===== src/rtl/wrport_ctrl.sv =====
// Write-side controller for a dual-clock FIFO: assembles serial bits LSB-first into words,
// commits them to the shared RAM and maintains the Gray-coded write pointer.
module wrport_ctrl #(
    parameter int unsigned DATA_WIDTH = 8,
    parameter int unsigned ADDR_WIDTH = 4
) (
    input  logic                  wrclk,
    input  logic                  wrrst_n,
    input  logic                  a,
    input  logic                  a_valid,
    output logic                  a_ready,
    input  logic                  flush,
    input  logic [ADDR_WIDTH:0]   rptr_gray,
    output logic [ADDR_WIDTH:0]   wptr_gray,
    output logic                  wen,
    output logic [ADDR_WIDTH-1:0] waddr,
    output logic [DATA_WIDTH-1:0] wdata,
    output logic                  full
);

    localparam int unsigned CW = (DATA_WIDTH > 1) ? $clog2(DATA_WIDTH) : 1;
    localparam logic [ADDR_WIDTH:0] PTR_ONE = {{ADDR_WIDTH{1'b0}}, 1'b1};

    typedef enum logic {
        st_fill,
        st_commit
    } state_e;

    state_e                state_q, state_d;
    logic [CW-1:0]         bitcnt_q, bitcnt_d;
    logic [DATA_WIDTH-1:0] word_q, word_d;
    logic [ADDR_WIDTH:0]   wptr_bin_q, wptr_bin_d;
    logic [ADDR_WIDTH:0]   wptr_gray_q, wptr_gray_d;

    logic                  accept;
    logic                  last_bit;
    logic [CW:0]           cnt_inc;

    assign a_ready  = (state_q == st_fill);
    assign accept   = a_valid && a_ready;
    assign last_bit = accept && (bitcnt_q == CW'(DATA_WIDTH - 1));
    // Bit count after this cycle's accept; one extra bit so a full word never reads as zero.
    assign cnt_inc  = {1'b0, bitcnt_q} + {{CW{1'b0}}, accept};

    // Full when the writer is exactly one lap ahead of the reader.
    assign full  = (wptr_gray_q == {~rptr_gray[ADDR_WIDTH:ADDR_WIDTH-1],
                                    rptr_gray[ADDR_WIDTH-2:0]});
    assign wen   = (state_q == st_commit) && !full;
    assign waddr = wptr_bin_q[ADDR_WIDTH-1:0];
    assign wdata = word_q;
    assign wptr_gray = wptr_gray_q;

    always_comb begin
        state_d    = state_q;
        bitcnt_d   = bitcnt_q;
        word_d     = word_q;
        wptr_bin_d = wptr_bin_q;

        unique case (state_q)
            st_fill: begin
                if (accept) begin
                    word_d[bitcnt_q] = a;
                    bitcnt_d         = cnt_inc[CW-1:0];
                end
                if (last_bit) begin
                    // A completed word wins over a same-cycle flush: no padding.
                    bitcnt_d = '0;
                    state_d  = st_commit;
                end else if (flush && (cnt_inc != '0)) begin
                    for (int i = 0; i < DATA_WIDTH; i++) begin
                        if ((CW + 1)'(i) >= cnt_inc) begin
                            word_d[i] = 1'b0;
                        end
                    end
                    bitcnt_d = '0;
                    state_d  = st_commit;
                end
            end
            st_commit: begin
                if (wen) begin
                    wptr_bin_d = wptr_bin_q + PTR_ONE;
                    state_d    = st_fill;
                end
            end
        endcase
    end

    assign wptr_gray_d = wptr_bin_d ^ (wptr_bin_d >> 1);

    always_ff @(posedge wrclk or negedge wrrst_n) begin
        if (!wrrst_n) begin
            state_q     <= st_fill;
            bitcnt_q    <= '0;
            word_q      <= '0;
            wptr_bin_q  <= '0;
            wptr_gray_q <= '0;
        end else begin
            state_q     <= state_d;
            bitcnt_q    <= bitcnt_d;
            word_q      <= word_d;
            wptr_bin_q  <= wptr_bin_d;
            wptr_gray_q <= wptr_gray_d;
        end
    end

endmodule


===== config.mk =====
export PLATFORM = sky130hd
export DESIGN_NAME = wrport_ctrl
export DESIGN_NICKNAME = d
export VERILOG_FILES = /design/src/rtl/wrport_ctrl.sv
export SDC_FILE = /design/constraint.sdc
export NUM_CORES = 1
export LEC_CHECK = 0
export ABC_AREA = 1
export CAP_MARGIN = 25
export CELL_PAD_IN_SITES_DETAIL_PLACEMENT = 2
export CELL_PAD_IN_SITES_GLOBAL_PLACEMENT = 2
export CORE_UTILIZATION = 25
export DETAILED_ROUTE_END_ITERATION = 10
export PLACE_DENSITY = 0.71
export REMOVE_ABC_BUFFERS = 1
export SETUP_SLACK_MARGIN = 0.2
export SKIP_LAST_GASP = 1
export SYNTH_ARGS = -nofsm -noshare
export SYNTH_HDL_FRONTEND = slang
export SYNTH_SLANG_ARGS = --single-unit

===== constraint.sdc =====
create_clock -name wrclk -period 1.89 [get_ports wrclk]
set_input_delay 0.4725 -clock wrclk [delete_from_list [all_inputs] [get_ports wrclk]]
set_output_delay 0.4725 -clock wrclk [all_outputs]
set_load 0.1 [all_outputs]

Yosys cells after proc, flatten, opt, wreduce, memory -nomap -nowiden
Index checks and enable logic that the tools add are counted.
{"block": "totals", "regBits": 22, "output_inout_bits": 20}
{"block": "op_classes", "addsub": 2, "n_lt_le_gt_ge": 10, "n_eq_ne": 2, "mux": 23, "n_bitwise": 3, "reduce_logical": 9}
{"op": "2-to-1 mux 8 bit", "count": 3}
{"op": ">= comparator 3 x 4 -> 1 bit, first input constant", "count": 4}
{"op": "2-to-1 mux 1 bit", "count": 12}
{"op": "2-to-1 mux 5 bit", "count": 2}
{"op": "2-to-1 mux 3 bit", "count": 3}
{"op": "bitwise mux 8 bit", "count": 1}
{"op": ">= comparator 1 x 4 -> 1 bit, first input constant", "count": 2}
{"op": ">= comparator 2 x 4 -> 1 bit, first input constant", "count": 2}
{"op": "adder 5 x 1 -> 5 bit, second input constant", "count": 1}
{"op": "== test 5 bit", "count": 1}
{"op": "logical AND 1 bit", "count": 5}
{"op": "bitwise XOR 5 x 4 -> 5 bit", "count": 1}
{"op": "adder 3 x 1 -> 4 bit", "count": 1}
{"op": "less-than comparator 3 x 4 -> 1 bit, second input constant", "count": 1}
{"op": "nonzero test 4 bit", "count": 1}
{"op": "demux 1 bit (select 3 bit)", "count": 1}
{"op": "== test 3 bit, second input constant", "count": 1}
{"op": ">= comparator 3 x 1 -> 1 bit, second input constant", "count": 1}
{"op": "nonzero test 3 bit", "count": 1}
{"op": "inverter 2 bit", "count": 1}
{"op": "one-hot mux 1 bit (2 select lines)", "count": 1}
{"op": "AND reduction 2 bit", "count": 1}
{"op": "logical NOT 1 bit", "count": 1}
{"op": "inverter 1 bit", "count": 1}

Longest topological paths before layout
{"block": "depth", "ltp_word": 9, "ltp_mapped": 12, "depth_no_buf": 12}

Worst setup path before layout
Ideal clock, no wire load.
{"block": "synth_timing", "path_kind": "register to output", "startpoint": "register, netlist name wptr_bin_q[4]", "endpoint": "output port full", "t_arrival_ps": 2048, "path_slack_ps": -630, "path_stages_with_launch": 7, "path_buffers": 0, "path_cell_list": "dfrtp_1 -> inv_1 -> nand2_1 -> nand2_1 -> nor2_2 -> nand3_4 -> inv_1"}
{"element": "end, declared", "line_no": "18", "text": "output logic full"}

Worst setup path after layout
{"block": "layout_timing", "startpoint": "register wptr_gray_q[1], in the netlist wptr_gray[1]", "endpoint": "output port wen"}
{"block": "layout_between", "elab_chain_cells": 3}
{"element": "start, declared", "line_no": "33", "text": "logic [ADDR_WIDTH:0] wptr_gray_q, wptr_gray_d;"}
{"element": "start signal, assigned", "line_no": "102", "text": "wptr_gray_q <= wptr_gray_d;"}
{"element": "== test 5 bit", "line_no": "46", "text": "assign full = (wptr_gray_q == {~rptr_gray[ADDR_WIDTH:ADDR_WIDTH-1],"}
{"element": "logical NOT 1 bit", "line_no": "48", "text": "assign wen = (state_q == st_commit) && !full;"}
{"element": "logical AND 1 bit", "line_no": "48"}
{"element": "end, declared", "line_no": "15", "text": "output logic wen,"}
No other way between the ends.

==> results.sh <==
export IMPL_outcome="complete, no violations"
export IMPL_hold_viol=0
export IMPL_grt_pass1_vias=1631
export IMPL_timing_rr_start="state_q"
export IMPL_finalWorstPathRequiredPeriod_ps=1880
export IMPL_clock_tree_skew_after_final_layout_ps=7.83
export IMPL_dr_pass1_iters=4
export IMPL_clock_sink_count=21
export IMPL_crit_chain="nand2_1 > nand2_1 > nor2_2 > nand3_4 > nand2_4 > inv_4 > buf_12"
export IMPL_area_added_between_synthesis_and_finish_pct=69.9
export IMPL_ioPinCount=30
export IMPL_vias=1507
export IMPL_grt_first_pass_wirelength_mm=8.66
export IMPL_clk_transition_reported_paths_ps=90
export IMPL_grt_max_degree=22
export IMPL_global_route_usage_total_pct=18.9
export IMPL_core_rowCount=26
export IMPL_synth_largest_type_area_fraction_pct=37.6
export IMPL_io_buffers=29
export IMPL_wl_per_cell_um=17.8
export IMPL_report_final_slew_viol_count=0
export IMPL_netlist_top_cells_area="dfrtp_1, nand2_1, inv_1"
export IMPL_count_of_endpoints_failing_setup_in_the_final_report=0
export IMPL_slew_headroom_pct=69.4
export IMPL_cts_path_max_buffers=2
export IMPL_antennaDiodeCount=0
export IMPL_clock_fmax_mhz=531
export IMPL_drt_initial_drc_count=27
export IMPL_die_width_um=76.8
export IMPL_worst_pin_slew_ps=459
export IMPL_synth_area_leader_cell="dfrtp_1"
export IMPL_register_bit_count_reported_by_yosys=21
export IMPL_grt_antenna_before_repair=0
export IMPL_core_area_um2=5240
export IMPL_crit_slowest_cell="dfrtp_1"
export IMPL_final_critical_path_share_of_the_clock_period_pct=99.6
export IMPL_tritoncts_clock_tree="done"
export IMPL_sequential_cell_area_um2=528
export IMPL_regToRegEndpoint="wdata[5]"
export IMPL_fp_dieH_um=76.8
export IMPL_grt_setup_unrepaired="yes"
export IMPL_clock_insertion_delay_worst_skew_ps=270
export IMPL_cap_violations=0
export IMPL_mostFrequentLayoutCell="nand2_1"
export IMPL_postLayoutSetupSlackWorst_ps=6.91
export IMPL_worst_setup_path_end_kind="output port"
export IMPL_tritoncts_num_buffers=3
export IMPL_synthesized_instance_count=196
export IMPL_syn_area_um2=1400
export IMPL_critical_path_class="reg2out"
export IMPL_multi_input_area_um2=820
export IMPL_postCtsHoldBufs=0
export IMPL_cp_data_required_time_ps=1420
export IMPL_start_kind="register"
export IMPL_cp_data_arrival_time_ps=1410
export IMPL_number_of_unique_standard_cell_types_used_by_synthesis=30
export IMPL_gpl_final_weighted_congestion=0.813
export IMPL_timing_critical_path_mode_cell="nand2_1"
export IMPL_reg2reg_setup_slack_ps=20
export IMPL_total_neg_setup_slack_ps=0
export IMPL_syn_avg_cell_area_um2=7.14
export IMPL_synth_warnings=0
export IMPL_ys_seq_area_share_pct=37.6
export IMPL_dp_final_hpwl_mm=3.74
export IMPL_floorplan_initialDensity_pct=26.7
export IMPL_critPathMaxStageDelay_ps=410
export IMPL_final_net_count=274
export IMPL_clock_tree_root_cell="clkbuf_8"
export IMPL_reg2regPathDepth=11
export IMPL_h_tree_depth=1
export IMPL_drc_errors=0
export IMPL_layout_filler_cells=569
export IMPL_drt_vias_per_instance=4.57
export IMPL_design_die_area_um2=5900
export IMPL_antenna_violating_nets_post_route=0
export IMPL_timing_hold_worst_class="in2async"
export IMPL_gr_total_overflow=0
export IMPL_pre_cts_setup_slack_ps=-554
export IMPL_layout_common_cells="nand2_1, buf_4, inv_1"
export IMPL_final_layout_size_suffix_gt1_share_pct=38.5
export IMPL_wirelength_mm=5.88
export IMPL_crit_path_max_fanout=3
## worst max-delay path, delay by kind of cell, from the launching register on
family        cells  cell delay, ps
buf+inv           2             190
flops             1             410
simple gates      5             530
## routing by layer
metal | vias to the layer above | share of wire (%) | global-route usage (%)
met4 | 0 | 1.3 | 4.04
met1 | 742 | 45 | 24.0
li1 | 731 | - | -
met3 | 8 | 1.8 | 2.02
met2 | 26 | 52 | 34.1
met5 | - | 0 | 0
## Yosys cell counts (all sizes together)
master   n
a211oi   1
buf      3
nand3   13
mux2i    1
a21oi    5
inv     34
nor3     4
nand2   72
nand3b   1
nor2    20
ha       3
xor2     3
dfrtp   21
or2      1
o211ai   1
o21ai   11
xnor2    1
a31oi    1
## cell families after synthesis
| kind of cell | synth area share [%] |
|---|---|
| compound gates | 8.32 |
| mux | 0.716 |
| simple gates | 36.0 |
| flops | 37.6 |
| xor+xnor | 3.85 |
| buf+inv | 10.8 |
| fa+ha+maj | 2.68 |
## cell type report
| type | count | area share, % |
|---|---|---|
| clock buffers | 4 | 1.90 |
| inverters | 34 | 5.63 |
| multi-input cells | 138 | 34.5 |
| flip-flops and latches | 21 | 22.2 |
| well taps | 70 | 3.69 |
| repair buffers | 63 | 32.1 |
## how the worst max path moves through the flow
stage,from,cells after the start,to
after CTS,wptr_bin_q[4],8,wen
after floorplan,wptr_bin_q[4],6,wen
after detailed placement,a_valid,13,wdata[4]
final,wptr_gray[1],7,wen
after global routing,a_valid,13,bitcnt_q[2]
after global placement,a_valid,13,wdata[6]
## metrics by stage
stage	util (%)	hold slack, ps	std cells	cell area [µm²]
finish	45.4	555	330	2380
global route	45.4	598	330	2380
CTS	43.3	565	322	2270
detailed placement	39.7	551	309	2080
global placement	39.7	531	309	2080
floorplan	-	177	193	1380
## flip-flops by register name (all words and copies together) (netlist names)
signal,flops
wptr_gray,4
wptr_bin_q,5
bitcnt_q,3
state_q,1
wdata,8
## timing repair
| item | in CTS | in global routing |
|---|---|---|
| cloned | 0 | 0 |
| setup buffers | 9 | 8 |
| endpoints found under the setup margin | 23 | 14 |
| resized for setup | 36 | 17 |
| pin swaps | 13 | 15 |
Power is not shown: default switching activity piles up to over one toggle a cycle in this logic, so the estimate is an artifact.
